$ cat src/rtl/pwm_demod_pkg.sv
// pwm_demod_pkg: shared definitions for the PWM receive path.
//   - FSM state encoding (IDLE / MEASURE)
//   - frame-geometry helpers: FRAME = 2^w, HALF = 2^(w-1)
//   - signed saturation bounds for a w-bit recovered sample
package pwm_demod_pkg;

  localparam logic [0:0] ST_IDLE    = 1'b0;
  localparam logic [0:0] ST_MEASURE = 1'b1;

  localparam int DEF_WIDTH = 12;

  function automatic int frame_len(input int w);
    return 1 << w;
  endfunction

  function automatic int half_len(input int w);
    return 1 << (w - 1);
  endfunction

  function automatic int sat_max(input int w);
    return (1 << (w - 1)) - 1;
  endfunction

  function automatic int sat_min(input int w);
    return -(1 << (w - 1));
  endfunction

endpackage

$ cat src/rtl/pwm_sync2.sv
// pwm_sync2: two-flop synchronizer for an asynchronous PMOD input.
//   clk   - destination clock
//   reset - asynchronous active-high, clears both flops to 0
//   d     - asynchronous input
//   q     - synchronized output (two clocks of latency)
module pwm_sync2 (
  input  logic clk,
  input  logic reset,
  input  logic d,
  output logic q
);

  logic s1;

  always_ff @(posedge clk or posedge reset) begin
    if (reset) begin
      s1 <= 1'b0;
      q  <= 1'b0;
    end else begin
      s1 <= d;
      q  <= s1;
    end
  end

endmodule

$ cat src/rtl/pwm_demod.sv
// pwm_demod: recovers signed samples from an offset-binary PWM stream whose
// frame is 2^width clocks long (high time = sample + 2^(width-1)).
//   clk          - system clock
//   reset        - asynchronous active-high, clears all state
//   pwm_in       - asynchronous PWM input pin
//   sample       - signed recovered sample, holds between updates
//   sample_valid - one-cycle pulse when sample updates
//   period_err   - one-cycle pulse when a frame length is out of tolerance
//   locked       - set after LOCK_FRAMES consecutive good frames
// Pipeline: sync (2 flops) -> edge flop -> frame close (stage 1) -> outputs
// (stage 2), so a pwm_in rise sampled at edge E produces outputs at E+3.
module pwm_demod
  import pwm_demod_pkg::*;
#(
  parameter int width       = DEF_WIDTH,
  parameter int TOL         = 4,
  parameter int LOCK_FRAMES = 4
) (
  input  logic                    clk,
  input  logic                    reset,
  input  logic                    pwm_in,
  output logic signed [width-1:0] sample,
  output logic                    sample_valid,
  output logic                    period_err,
  output logic                    locked
);

  localparam int CW    = width + 1;
  localparam int FRAME = frame_len(width);
  localparam int HALF  = half_len(width);
  localparam int GW    = $clog2(LOCK_FRAMES + 1);

  localparam logic [CW-1:0] PER_MIN = CW'(FRAME - TOL);
  localparam logic [CW-1:0] PER_MAX = CW'(FRAME + TOL);
  localparam logic [CW-1:0] PER_TO  = CW'(FRAME + TOL + 1);

  localparam logic signed [width-1:0] S_MAX  = width'(sat_max(width));
  localparam logic signed [width-1:0] S_MIN  = width'(sat_min(width));
  localparam logic signed [CW:0]      D_MAX  = (CW+1)'(sat_max(width));
  localparam logic signed [CW:0]      D_MIN  = (CW+1)'(sat_min(width));
  localparam logic signed [CW:0]      D_HALF = (CW+1)'(HALF);

  // ---- input conditioning
  logic s2, s3, rise;

  pwm_sync2 u_sync (.clk(clk), .reset(reset), .d(pwm_in), .q(s2));

  always_ff @(posedge clk or posedge reset) begin
    if (reset) s3 <= 1'b0;
    else       s3 <= s2;
  end

  assign rise = s2 & ~s3;

  // ---- stage 1: frame measurement and close
  logic [0:0]    state;
  logic [CW-1:0] per_cnt, hi_cnt;
  logic          cl_ok, cl_err, cl_to, cl_lvl;
  logic [CW-1:0] cl_hi;
  logic          in_tol;

  assign in_tol = (per_cnt >= PER_MIN) && (per_cnt <= PER_MAX);

  // A restart always counts the current cycle as cycle 1 of the new frame,
  // so an edge-closed frame reports exactly the clocks between edges.
  always_ff @(posedge clk or posedge reset) begin
    if (reset) begin
      state   <= ST_IDLE;
      per_cnt <= '0;
      hi_cnt  <= '0;
      cl_ok   <= 1'b0;
      cl_err  <= 1'b0;
      cl_to   <= 1'b0;
      cl_lvl  <= 1'b0;
      cl_hi   <= '0;
    end else begin
      cl_ok  <= 1'b0;
      cl_err <= 1'b0;
      cl_to  <= 1'b0;
      case (state)
        ST_IDLE: begin
          // Partial frame before the first edge is thrown away.
          if (rise) begin
            state   <= ST_MEASURE;
            per_cnt <= CW'(1);
            hi_cnt  <= CW'(1);
          end
        end
        default: begin
          if (rise) begin
            // Edge beats a coincident timeout.
            if (in_tol) begin
              cl_ok <= 1'b1;
              cl_hi <= hi_cnt;
            end else begin
              cl_err <= 1'b1;
            end
            per_cnt <= CW'(1);
            hi_cnt  <= CW'(1);
          end else if (per_cnt == PER_TO) begin
            // No edge: a 0% or 100% frame, judged by the current level.
            cl_to   <= 1'b1;
            cl_lvl  <= s2;
            per_cnt <= CW'(1);
            hi_cnt  <= {{width{1'b0}}, s2};
          end else begin
            per_cnt <= per_cnt + 1'b1;
            hi_cnt  <= hi_cnt + {{width{1'b0}}, s2};
          end
        end
      endcase
    end
  end

  // ---- stage 2: offset removal, saturation, lock tracking
  logic signed [CW:0]      diff;
  logic signed [width-1:0] sat_val;
  logic [GW-1:0]           good_cnt;

  assign diff = $signed({1'b0, cl_hi}) - D_HALF;

  always_comb begin
    sat_val = diff[width-1:0];
    if (diff > D_MAX)      sat_val = S_MAX;
    else if (diff < D_MIN) sat_val = S_MIN;
  end

  always_ff @(posedge clk or posedge reset) begin
    if (reset) begin
      sample       <= '0;
      sample_valid <= 1'b0;
      period_err   <= 1'b0;
      good_cnt     <= '0;
      locked       <= 1'b0;
    end else begin
      sample_valid <= cl_ok | cl_to;
      period_err   <= cl_err;
      if (cl_ok)      sample <= sat_val;
      else if (cl_to) sample <= cl_lvl ? S_MAX : S_MIN;
      if (cl_ok | cl_to) begin
        if (good_cnt >= GW'(LOCK_FRAMES - 1)) locked <= 1'b1;
        if (good_cnt != GW'(LOCK_FRAMES))     good_cnt <= good_cnt + 1'b1;
      end else if (cl_err) begin
        good_cnt <= '0;
        locked   <= 1'b0;
      end
    end
  end

endmodule

$ cat config.mk
export PLATFORM = sky130hd
export DESIGN_NAME = pwm_demod
export DESIGN_NICKNAME = d
export VERILOG_FILES = /design/src/rtl/pwm_demod_pkg.sv /design/src/rtl/pwm_sync2.sv /design/src/rtl/pwm_demod.sv
export SDC_FILE = /design/constraint.sdc
export NUM_CORES = 1
export LEC_CHECK = 0
export ABC_CLOCK_PERIOD_IN_PS = 2210
export BUFFER_PORTS_ARGS = -buffer_cell sky130_fd_sc_hd__buf_2
export CORE_MARGIN = 3
export CORE_UTILIZATION = 45
export DETAILED_ROUTE_END_ITERATION = 6
export PLACE_DENSITY_LB_ADDON = 0.08
export SLEW_MARGIN = 20
export SYNTH_ARGS = -nofsm -noshare
export SYNTH_HDL_FRONTEND = slang
export SYNTH_SLANG_ARGS = --single-unit
$ cat constraint.sdc
create_clock -name clk -period 2.21 [get_ports clk]
set_input_delay 0.3315 -clock clk [delete_from_list [all_inputs] [get_ports clk]]
set_output_delay 0.3315 -clock clk [all_outputs]
set_load 0.005 [all_outputs]
==> impl_results.md, run 1 <==
- Drt wl/cell: between 15 and 20 um
- Port Buffers: 17
- Footprint of the flip-flops and latches: between 1500 and 2000 um2
- Post-CTS Setup Repair Bufs: 0
- Synth top area share: 51.5%
- Count of buffering cells on the critical path with inverters included: 1
- Clock Skew: 6.36 ps
- Critical path type: register to register
- Antenna Nets Post-Route: 0
- Top cell family by delay on the critical path: simple AND/OR/NAND/NOR gates
- Class of the worst hold path: input pin to asynchronous set/reset pin
- Total placed instance area: roughly 3400 um2
- Clock buffer count from CTS: 9
- Count of H-tree levels built during CTS: 3
- Final design instance area without fill: 3640 um2
- Core Area: 6570 um2
- Row count: 29
- Library cells used by synthesis: 47
- Global Route Usage Sum: 17.7%
- Core utilization of the finished layout: 55.4%
- CTS Hold Buffers Added: 0
- # setup viols final: 0
- Period utilisation layout: 92.3%
- Startpoint of the worst register-to-register path: per_cnt[3]
- Worst path arrival time: 2270 ps
- Global-route wire length before repair: 11,600 um
- Minimum clock period: between 2000 and 2500 ps
- Capture point of the worst reg-to-reg path: cl_hi[2]
- Reg clk slew, reported paths: 80 ps
- Final weighted congestion of routability-driven global placement: 0.839
- Register area share after synthesis: 51.5%
- Compound-gate portion of the synthesized area: 15.6%
- Final global-route overflow total: 0
- Nets in the synthesized netlist: 300
- Antenna diode count: 0
- Violations in the final reports: hold timing
- Synthesized netlist cell count: 287
- PwrDens: 768 nW/um2
- Clock tree from TritonCTS: built
- Count of yosys warnings during synthesis: 0
- Clock latency of the later-clocked register in the worst-skew pair: 340 ps
- Cell-by-cell listing of the critical path: nor4b_1 -> nand4_1 -> a21oi_4 -> buf_12 -> mux2_2
- Synthesis-stage register bit count: 65
- Primary flip-flop cell chosen by synthesis mapping: dfrtp_1
- Layout Area Growth over Synthesis: 15.2%
- Unrepaired setup endpoints after global routing: no
- Initial antenna violation count: 0
- Layout cells sized above 1: 21.6%
- Largest fanout on the critical path: 14
- Number of cells on the worst reg-to-reg path: 5
- First-pass detailed-route iteration total: 4
- Maximum achievable frequency: 490 MHz
- Sort of element at the end of the critical path: register
- Slew at the pin with the worst max-slew slack: 531 ps
- Hold_ws: -0.0613 ps
- Combined area of the multi-input logic cells: 1420 um2
- EDFF count, synth: 0
- Starting density of the core: 48.1%
- Largest cells by area after synthesis: dfrtp_1 51%, mux2_4 4.3%, a31oi_1 4.0%
- Post-DR vias/cell: about 5.7
- Maximum vdd drop: around 0.38 mV
- Fillcell total: roughly 600
- I/O Pins: 18
- Count of unresolved DRC violations after routing: 0
- Slew headroom: between 60% and 70%
- Sum Neg Setup Slack: 0 ps
- Slowest cell delay on critical path: 480 ps
- Main combinational cell family by area after synthesis: simple AND/OR/NAND/NOR gates
- DP HPWL: 4540 um
- Iter 0 DRT Violations: 104
- Critical path required time: 2440 ps
- Most common cell after layout, fill and taps aside: dfrtp_1
- Static leakage: 0.00168 uW
- Result of the run: complete, but fails checks
- Share of synthesized area spent on multiplexers: 6.02%
- Pin count of the biggest net entering global routing: 45
- MaxCap Viol Count: 0
- Startpoint kind of the worst setup timing path: register
- Number of global-route vias before repair: 2,286
- Die outline width: approximately 90 um
- Cell type of the slowest stage on the worst timing path: nor4b_1
- Chip height: between 80 and 90 um
- Vias after detailed routing: ~2,400
- Post-Synth Adder-Cell Area: 3.96%
- Xor and xnor fraction of the mapped netlist area: between 2 and 2.5%
- Share of synthesized flip-flops with an asynchronous set or reset: 100%
- Number of clock sinks: 65
- Root buffer selected by CTS: clkbuf_8
- Total routed wirelength: 6570 um
- Synth area leader: dfrtp_1
- Simple-gate portion of the synthesized area: 17.0%
- Cell area after technology mapping: 3160 um2
- Minimum setup slack among reg-to-reg paths: approximately 170 ps
- Area enclosed by the die boundary: around 8000 um2
- Average size of a mapped cell: 11.0 um2
- CTS max path bufs: 2
- Nets: 328
- Pins Over Slew Limit: 0
- Top library cells by usage in the layout, fill and taps aside: 65 x dfrtp_1, 21 x nand2_1, 20 x a31oi_1, 17 x buf_2, 15 x o21ai_0
- Total count of hold-check failures in the final report: 1
per-stage QoR:
step	power, uW	setup WS (ps)	hold WS, ps	instances
after floorplan	1580	242	331	287
after global placement	1690	234	341	397
after detailed placement	1690	181	341	397
after CTS	2830	168	17.6	413
after global routing	2950	53.7	25.8	413
final	2800	169	-0.0613	413
cells in the mapped netlist (2+ instances only):
cell type  number
clkbuf_1       11
mux2_4          9
a221o_1         9
a22o_1          4
nor2b_1         3
xor2_1          3
mux2_2          4
o211ai_1        4
and4_1          2
nand4_1         9
a31oi_1        20
a21oi_1         2
nand2_1        21
or3_1           2
ha_1           10
inv_1          15
nor4_1          6
a41oi_1         2
nand3_1        12
o21ai_0        15
nor3_1          6
or4_1           6
dfrtp_1        65
a31o_2          2
and3_1          4
nand2b_1        4
xnor2_1         5
o22ai_1         2
o22a_1          3
nor2_1         10
layer usage:
metal / vias to the layer above / track usage [%] / share of wire (%)
met5: - / 0 / 0
met4: 0 / 6.13 / 1.5
met3: 7 / 5.01 / 5.0
met2: 66 / 26.7 / 45
met1: 1158 / 24.6 / 49
li1: 1141 / - / -
logic make-up (layout without fill, tap and decap cells):
kind of cell | Yosys count | in the layout
buffers and inverters | 27 | 60
adder cells (fa/ha/maj) | 10 | 10
multiplexers | 14 | 14
XOR/XNOR | 8 | 8
flip-flops | 65 | 65
AND/OR/NAND/NOR | 94 | 94
AO/OA/AOI/OAI | 69 | 69
how the worst max path moves through the flow:
stage	startpoint	endpoint	slack [ps]	cells past startpoint
2_1_floorplan	per_cnt[3]	cl_hi[10]	240	5
3_3_place_gp	per_cnt[5]	cl_hi[12]	230	5
3_5_place_dp	per_cnt[3]	cl_hi[2]	180	5
4_1_cts	per_cnt[3]	cl_hi[2]	170	5
5_1_grt	per_cnt[3]	cl_hi[1]	50	5
6_report	per_cnt[3]	cl_hi[2]	170	5
what timing repair did:
action                                 in CTS  in global routing
endpoints found under the hold margin       0                  0
setup endpoints to repair                   0                  4
resized for setup                           0                  1
report_power, final:
part | leakage [uW] | internal (uW) | switching [uW] | total, uW
Clock | 0.000106 | 635 | 495 | 1130
Combinational | 0.000695 | 128 | 152 | 280
Sequential | 0.000879 | 1260 | 123 | 1390
Total | 0.00168 | 2030 | 770 | 2800
sequential cells by signal, summed over array words and instances, names as in the netlist:
name	flops
cl_hi	13
hi_cnt	13
per_cnt	13
sample	12
good_cnt	3
cl_err	1
cl_lvl	1
cl_ok	1
cl_to	1
locked	1
period_err	1
s3	1
sample_valid	1
state	1
u_sync.q	1
u_sync.s1	1
layout make-up:
type,count,share of cell area [%]
repair buffers,29,5.50
multi-input cells,195,39.1
clock buffers,9,3.40
inverters,15,1.55
clock inverters,7,2.58
well taps,93,3.20
flip-flops and latches,65,44.7
No activity file was read; power rests on OpenSTA's default activity.
==> run 2: changes to the inputs <==
--- a/config.mk
+++ b/config.mk
@@ -5,6 +5,7 @@
 export SDC_FILE = /design/constraint.sdc
 export NUM_CORES = 1
 export LEC_CHECK = 0
+export ABC_AREA = 1
 export ABC_CLOCK_PERIOD_IN_PS = 2210
 export BUFFER_PORTS_ARGS = -buffer_cell sky130_fd_sc_hd__buf_2
 export CORE_MARGIN = 3
==> run 2 against run 1 <==
Compared with the run above: the run now ends clean; critical path type unchanged; non-clock buffer count fell by 6; via count rose by 8.9%; clock power rose by 6%.
==> impl_results.md, run 2 <==
- Result of the run: completed
- Root buffer selected by CTS: clkbuf_8
- Global-route wire length before repair: 11,200 um
- Pin count of the biggest net entering global routing: 66
- Static leakage: ~0.0019 uW
- Register area share after synthesis: roughly half
- Total routed wirelength: 6420 um
- Startpoint of the worst register-to-register path: u_sync.q
- Count of yosys warnings during synthesis: 0
- Maximum achievable frequency: between 500 and 600 MHz
- Capturing element of the worst setup path: hi_cnt[12]
- Port Buffers: 17
- Cell-by-cell listing of the critical path: ha_1 -> ha_1 -> nand3_1 -> nor2_1 -> nand2_1 -> nor2_1 -> nand3_1 -> nand3_1 -> nand2_1
- I/O Pins: 18
- MaxCap Viol Count: 0
- Synthesized netlist cell count: 410
- Antenna Nets Post-Route: 0
- Pins Over Slew Limit: 0
- Chip height: roughly 92 um
- Core Area: 6940 um2
- Minimum setup slack among reg-to-reg paths: 540 ps
- Share of synthesized flip-flops with an asynchronous set or reset: 100%
- Top library cells by usage in the layout, fill and taps aside: 124 x nand2_1, 65 x dfrtp_1, 50 x inv_1, 38 x nor2_1, 22 x nand3_1
- Worst path arrival time: 1900 ps
- Largest fanout on the critical path: 3
- Number of clock sinks: between 60 and 70
- Most common cell after layout, fill and taps aside: nand2_1
- Total count of hold-check failures in the final report: 0
- Count of unresolved DRC violations after routing: 0
- Crit. Startpoint: u_sync.q
- Die outline width: 91.6 um
- Final global-route overflow total: 0
- Synth top area share: between 40% and 50%
- Number of cells on the worst reg-to-reg path: 9
- CTS max path bufs: 2
- Vias after detailed routing: 2,583
- Slew headroom: between 60% and 70%
- Clock buffer count from CTS: 9
- Fillcell total: around 660
- Drt wl/cell: 12.1 um
- Regs by FF count: cl_hi x13, hi_cnt x13, per_cnt x13
- Global Route Usage Sum: around 17%
- Critical path type: register to register
- # setup viols final: 0
- Nets: 445
- Sequential fraction of design power: 47.9%
- CP dominant cell by count: nand3_1
- Reg clk slew, reported paths: 70 ps
- Period utilisation layout: 75.7%
- Number of global-route vias before repair: 2,347
- Switching power share of the total: 24.0%
- Largest cells by area after synthesis: dfrtp_1 49%, nand2_1 14%, inv_1 5.8%
- Cell count along the critical path: 9
- Clock Skew: between 6 and 7 ps
- Top cell family by delay on the critical path: simple AND/OR/NAND/NOR gates
- Footprint of the flip-flops and latches: 1630 um2
- Post-CTS Setup Repair Bufs: 0
- Capture point of the worst reg-to-reg path: hi_cnt[12]
- Combined area of the multi-input logic cells: about 1400 um2
- Most numerous cell in the Yosys netlist: nand2_1
- Post-cts sizing count: 0
- Startpoint kind of the worst setup timing path: register
- EDFF count, synth: 0
- Layout cells sized above 1: between 10 and 15%
- Proportion of power drawn by combinational gates: 9.1%
- Cell area after technology mapping: 3300 um2
- Maximum vdd drop: 0.285 mV
- Average size of a mapped cell: 8.04 um2
- PwrDens: ~750 nW/um2
- Clock tree from TritonCTS: built
- CTS Hold Buffers Added: 0
- Critical path required time: between 2000 and 2500 ps
- Count of buffering cells on the critical path with inverters included: 0
- Final weighted congestion of routability-driven global placement: 0.818
- Internal power contribution: 2130 uW
- Instance count after placement with tap cells included: 517
- Synthesis-stage register bit count: 65
- Count of H-tree levels built during CTS: 3
- Sum Neg Setup Slack: 0 ps
- Nets in the synthesized netlist: 423
- Class of the worst hold path: input pin to asynchronous set/reset pin
- Minimum clock period: 1670 ps
- Unrepaired setup endpoints after global routing: no
- Clock latency of the later-clocked register in the worst-skew pair: 330 ps
- Library cells used by synthesis: 32
- Slowest cell delay on critical path: 380 ps
- DP HPWL: 4570 um
- Commonest cells in the netlist: 124 x nand2_1, 65 x dfrtp_1, 51 x inv_1
- Iter 0 DRT Violations: 144
- Antenna diode count: 0
- Synth area leader: dfrtp_1
- Primary flip-flop cell chosen by synthesis mapping: dfrtp_1
- Starting density of the core: 47.5%
- Row count: 30
- First-pass detailed-route iteration total: 5
- Area enclosed by the die boundary: 8390 um2
- Final cell count without fillers: 531
- Post-DR vias/cell: between 4 and 5
- Switch Pwr: 671 uW
- Share of power burned in the clock network: 43.0%
- Layout Area Growth over Synthesis: 12.7%
- Cell type of the slowest stage on the worst timing path: dfrtp_1
- Initial antenna violation count: 0
- Total placed instance area: 3490 um2
- Slew at the pin with the worst max-slew slack: about 470 ps
- Sort of element at the end of the critical path: register
- Final design instance area without fill: 3720 um2
run 2: cell types whose count changed after synthesis, sizes merged, moves of 7 or more:
cell    before  now
nand2       21  126
inv         15   53
nor2        10   41
a31oi       20    0
mux2        13    0
a21oi        3   15
nand3       12   24
buf          1   11
clkbuf      11    1
a221o        9    0
o21ai       15   22
or4          7    0
run 2: worst min-delay path by stage:
stage                              to  startpoint
final                     good_cnt[0]       reset
after global routing      good_cnt[0]       reset
after CTS                 good_cnt[0]       reset
after detailed placement   period_err      cl_err
after global placement     period_err      cl_err
after floorplan              u_sync.q   u_sync.s1
run 2: routing by layer:
metal	share of wire (%)	routed length (um)	global-route usage, %	vias to the layer above
met5	0	0	0	-
met4	1.7	110	6.53	0
met3	4.7	300	4.51	10
met2	44	2810	25.1	62
met1	50	3190	23.1	1164
li1	-	-	-	1347
run 2: logic make-up (layout without fill, tap and decap cells):
family                     Yosys count  after routing  share of synthesized area [%]
AOI/OAI and AO/OA                   52             52                           8.80
buffers and inverters               65             90                           8.38
xor gates and xnor gates             9              9                           2.39
DFF                                 65             65                           49.3
adders and majority gates           10             10                           3.79
and+or+nand+nor                    209            209                           27.3
run 2: final cells by class:
class,instances,share of cell area [%]
clock buffer,11,3.80
sequential,65,43.8
inverter,53,5.42
clock inverter,3,2.42
tap,96,3.23
multi-input combinational,280,37.5
timing repair buffer,23,3.84
run 2: power by group through the flow:
stage	clock, uW	combinational [uW]	sequential (uW)
after floorplan	0	211	1340
after global placement	0	259	1360
after detailed placement	0	263	1360
after CTS	1240	262	1340
after global routing	1300	302	1350
final	1200	256	1340
run 2: per-stage QoR:
stage | hold slack (ps) | util [%] | worst slack, ps | total power (uW)
after global routing | 70.6 | 53.5 | 314 | 2950
after detailed placement | 369 | 50.2 | 513 | 1620
after floorplan | 331 | - | 252 | 1550
final | 57.9 | 53.5 | 537 | 2800
after CTS | 61.6 | 53.5 | 513 | 2840
after global placement | 381 | 50.2 | 528 | 1620
run 2: tightest hold or removal path: cells and delay by family:
family	cells	cell delay (ps)
buffers and inverters	3	460
==> run 3: changes to the inputs <==
--- a/config.mk
+++ b/config.mk
@@ -6,7 +6,7 @@
 export NUM_CORES = 1
 export LEC_CHECK = 0
 export ABC_AREA = 1
-export ABC_CLOCK_PERIOD_IN_PS = 2210
+export ABC_CLOCK_PERIOD_IN_PS = 1700
 export BUFFER_PORTS_ARGS = -buffer_cell sky130_fd_sc_hd__buf_2
 export CORE_MARGIN = 3
 export CORE_UTILIZATION = 45
==> constraint.sdc (replaced) <==
create_clock -name clk -period 1.7 [get_ports clk]
set_input_delay 0.255 -clock clk [delete_from_list [all_inputs] [get_ports clk]]
set_output_delay 0.255 -clock clk [all_outputs]
set_load 0.005 [all_outputs]
==> run 3 against run 2 <==
Compared with the run above: non-clock buffer count is 8 higher; sequential cell count stayed put; sequential share of layout area is 0.72 points lower; maximum frequency is 7.7% higher; clock skew hardly changed; die area stayed put; register-to-register slack worse by 390 ps; largest cell class unchanged.
==> impl_results.md, run 3 (same netlist as run 2, synthesis figures left out) <==
- Port Buffers: 17
- Iter 0 DRT Violations: between 100 and 150
- Slowest cell delay on critical path: 360 ps
- Maximum achievable frequency: 644 MHz
- Die outline width: 91.6 um
- First-pass detailed-route iteration total: 4
- Total count of hold-check failures in the final report: 0
- Footprint of the flip-flops and latches: 1630 um2
- Top library cells by usage in the layout, fill and taps aside: 123 x nand2_1, 65 x dfrtp_1, 50 x inv_1, 36 x nor2_1, 21 x nand3_1
- Layout cells sized above 1: 13.9%
- Root buffer selected by CTS: clkbuf_8
- Class of the worst hold path: input pin to register
- Total routed wirelength: 6360 um
- Global-route wire length before repair: 11,300 um
- Minimum setup slack among reg-to-reg paths: 150 ps
- Pins Over Slew Limit: 0
- Startpoint kind of the worst setup timing path: register
- MaxCap Viol Count: 0
- Post-DR vias/cell: 4.82
- Total placed instance area: 3530 um2
- Antenna Nets Post-Route: 0
- PwrDens: 925 nW/um2
- Maximum vdd drop: 0.542 mV
- Chip height: 91.6 um
- Nets: 453
- Clock buffer count from CTS: 9
- Sort of element at the end of the critical path: register
- Count of H-tree levels built during CTS: 3
- Final weighted congestion of routability-driven global placement: 0.826
- Row count: 30
- Vias after detailed routing: 2,610
- Clock tree from TritonCTS: built
- Critical path type: register to register
- Reg clk slew, reported paths: 70 ps
- CTS max path bufs: 2
- Starting density of the core: 47.5%
- Antenna diode count: 0
- Critical path required time: 1920 ps
- Initial antenna violation count: 0
- Area enclosed by the die boundary: 8390 um2
- Global Route Usage Sum: 16.6%
- Layout Area Growth over Synthesis: 14.6%
- Number of clock sinks: 65
- Fillcell total: 705
- Final global-route overflow total: 0
- Clock latency of the later-clocked register in the worst-skew pair: ~330 ps
- Number of cells on the worst reg-to-reg path: 9
- Regs by FF count: cl_hi x13, hi_cnt x13, per_cnt x13
- DP HPWL: 4610 um
- Worst path arrival time: 1780 ps
- # setup viols final: 0
- Combined area of the multi-input logic cells: 1410 um2
- Sum Neg Setup Slack: 0 ps
- Minimum clock period: 1550 ps
- Slew headroom: a little under three quarters
- Period utilisation layout: approximately 90%
- Cell-by-cell listing of the critical path: ha_2 -> ha_2 -> nand3_2 -> nor2_2 -> nand2_1 -> nor2_2 -> nand3_1 -> nand3_1 -> nand2_1
- Drt wl/cell: 11.7 um
- Most common cell after layout, fill and taps aside: nand2_1
- Final design instance area without fill: 3780 um2
- Count of unresolved DRC violations after routing: 0
- I/O Pins: 18
- Static leakage: 0.00196 uW
- Clock Skew: 6.24 ps
- Core Area: 6940 um2
- Result of the run: completed
- Largest fanout on the critical path: 3
- Slew at the pin with the worst max-slew slack: 423 ps
- Unrepaired setup endpoints after global routing: no
- Number of stages on the worst hold path: 1
- Cell type of the slowest stage on the worst timing path: dfrtp_1
- Pin count of the biggest net entering global routing: 56
- Number of global-route vias before repair: 2,490
[run 3: cell count changes in the layout (fill, tap and decap cells not counted), moves of 2 or more]
cell / before / now
nor2_2: 2 / 4
ha_1: 10 / 8
ha_2: 0 / 2
clkinvlp_4: 0 / 2
nor2_1: 38 / 36
buf_4: 5 / 12
clkinv_2: 0 / 3
[run 3: layout make-up]
class	count	area share, %
repair buffers	31	5.43
clock inverters	6	2.18
multi-input cells	280	37.4
flip-flops and latches	65	43.0
clock buffers	10	3.38
inverters	53	5.43
well taps	96	3.18
[run 3: stage by stage]
step                      hold WS, ps  worst slack (ps)  utilization (%)  power (uW)  std cells
after floorplan                   286               235                -        2010        410
after global placement            217               108             50.8        2100        522
after detailed placement          220              55.1             50.8        2110        522
after CTS                        6.78              49.4             54.0        3530        539
after global routing             10.5              21.7             54.4        3680        541
final                            23.0               147             54.4        3500        541
[run 3: per-layer routing]
metal / global-route usage [%] / share of wire, % / up-vias
met4: 7.16 / 1.4 / 0
met3: 3.45 / 2.5 / 9
li1: - / - / 1362
met1: 21.8 / 49 / 1209
met2: 26.6 / 47 / 30
met5: 0 / 0 / -
[run 3: worst paths after layout]
kind                            from          to
max                         u_sync.q  hi_cnt[12]
min                           pwm_in   u_sync.s1
max reg2reg                 u_sync.q  hi_cnt[12]
min reg2reg                u_sync.s1    u_sync.q
max in group asynchronous      reset   hi_cnt[4]
min in group asynchronous      reset   u_sync.s1
[run 3: power breakdown]
part	switching [uW]	leakage [uW]	internal, uW
sequential	104	0.000883	1630
clock	582	0.000106	818
combinational	208	0.000970	153
[run 3: what timing repair did]
item                                    4_1_cts  5_1_grt
hold endpoints to repair                     10        0
buffers inserted                              0        2
endpoints found under the setup margin        0       15
hold buffers                                  1        0
resized for setup                             0        6
[run 3: critical path: cells and delay by family, from the launching register on]
family                   cells  cell delay, ps
adder cells (fa/ha/maj)      2             380
AND/OR/NAND/NOR              7             710
flip-flops                   1             360
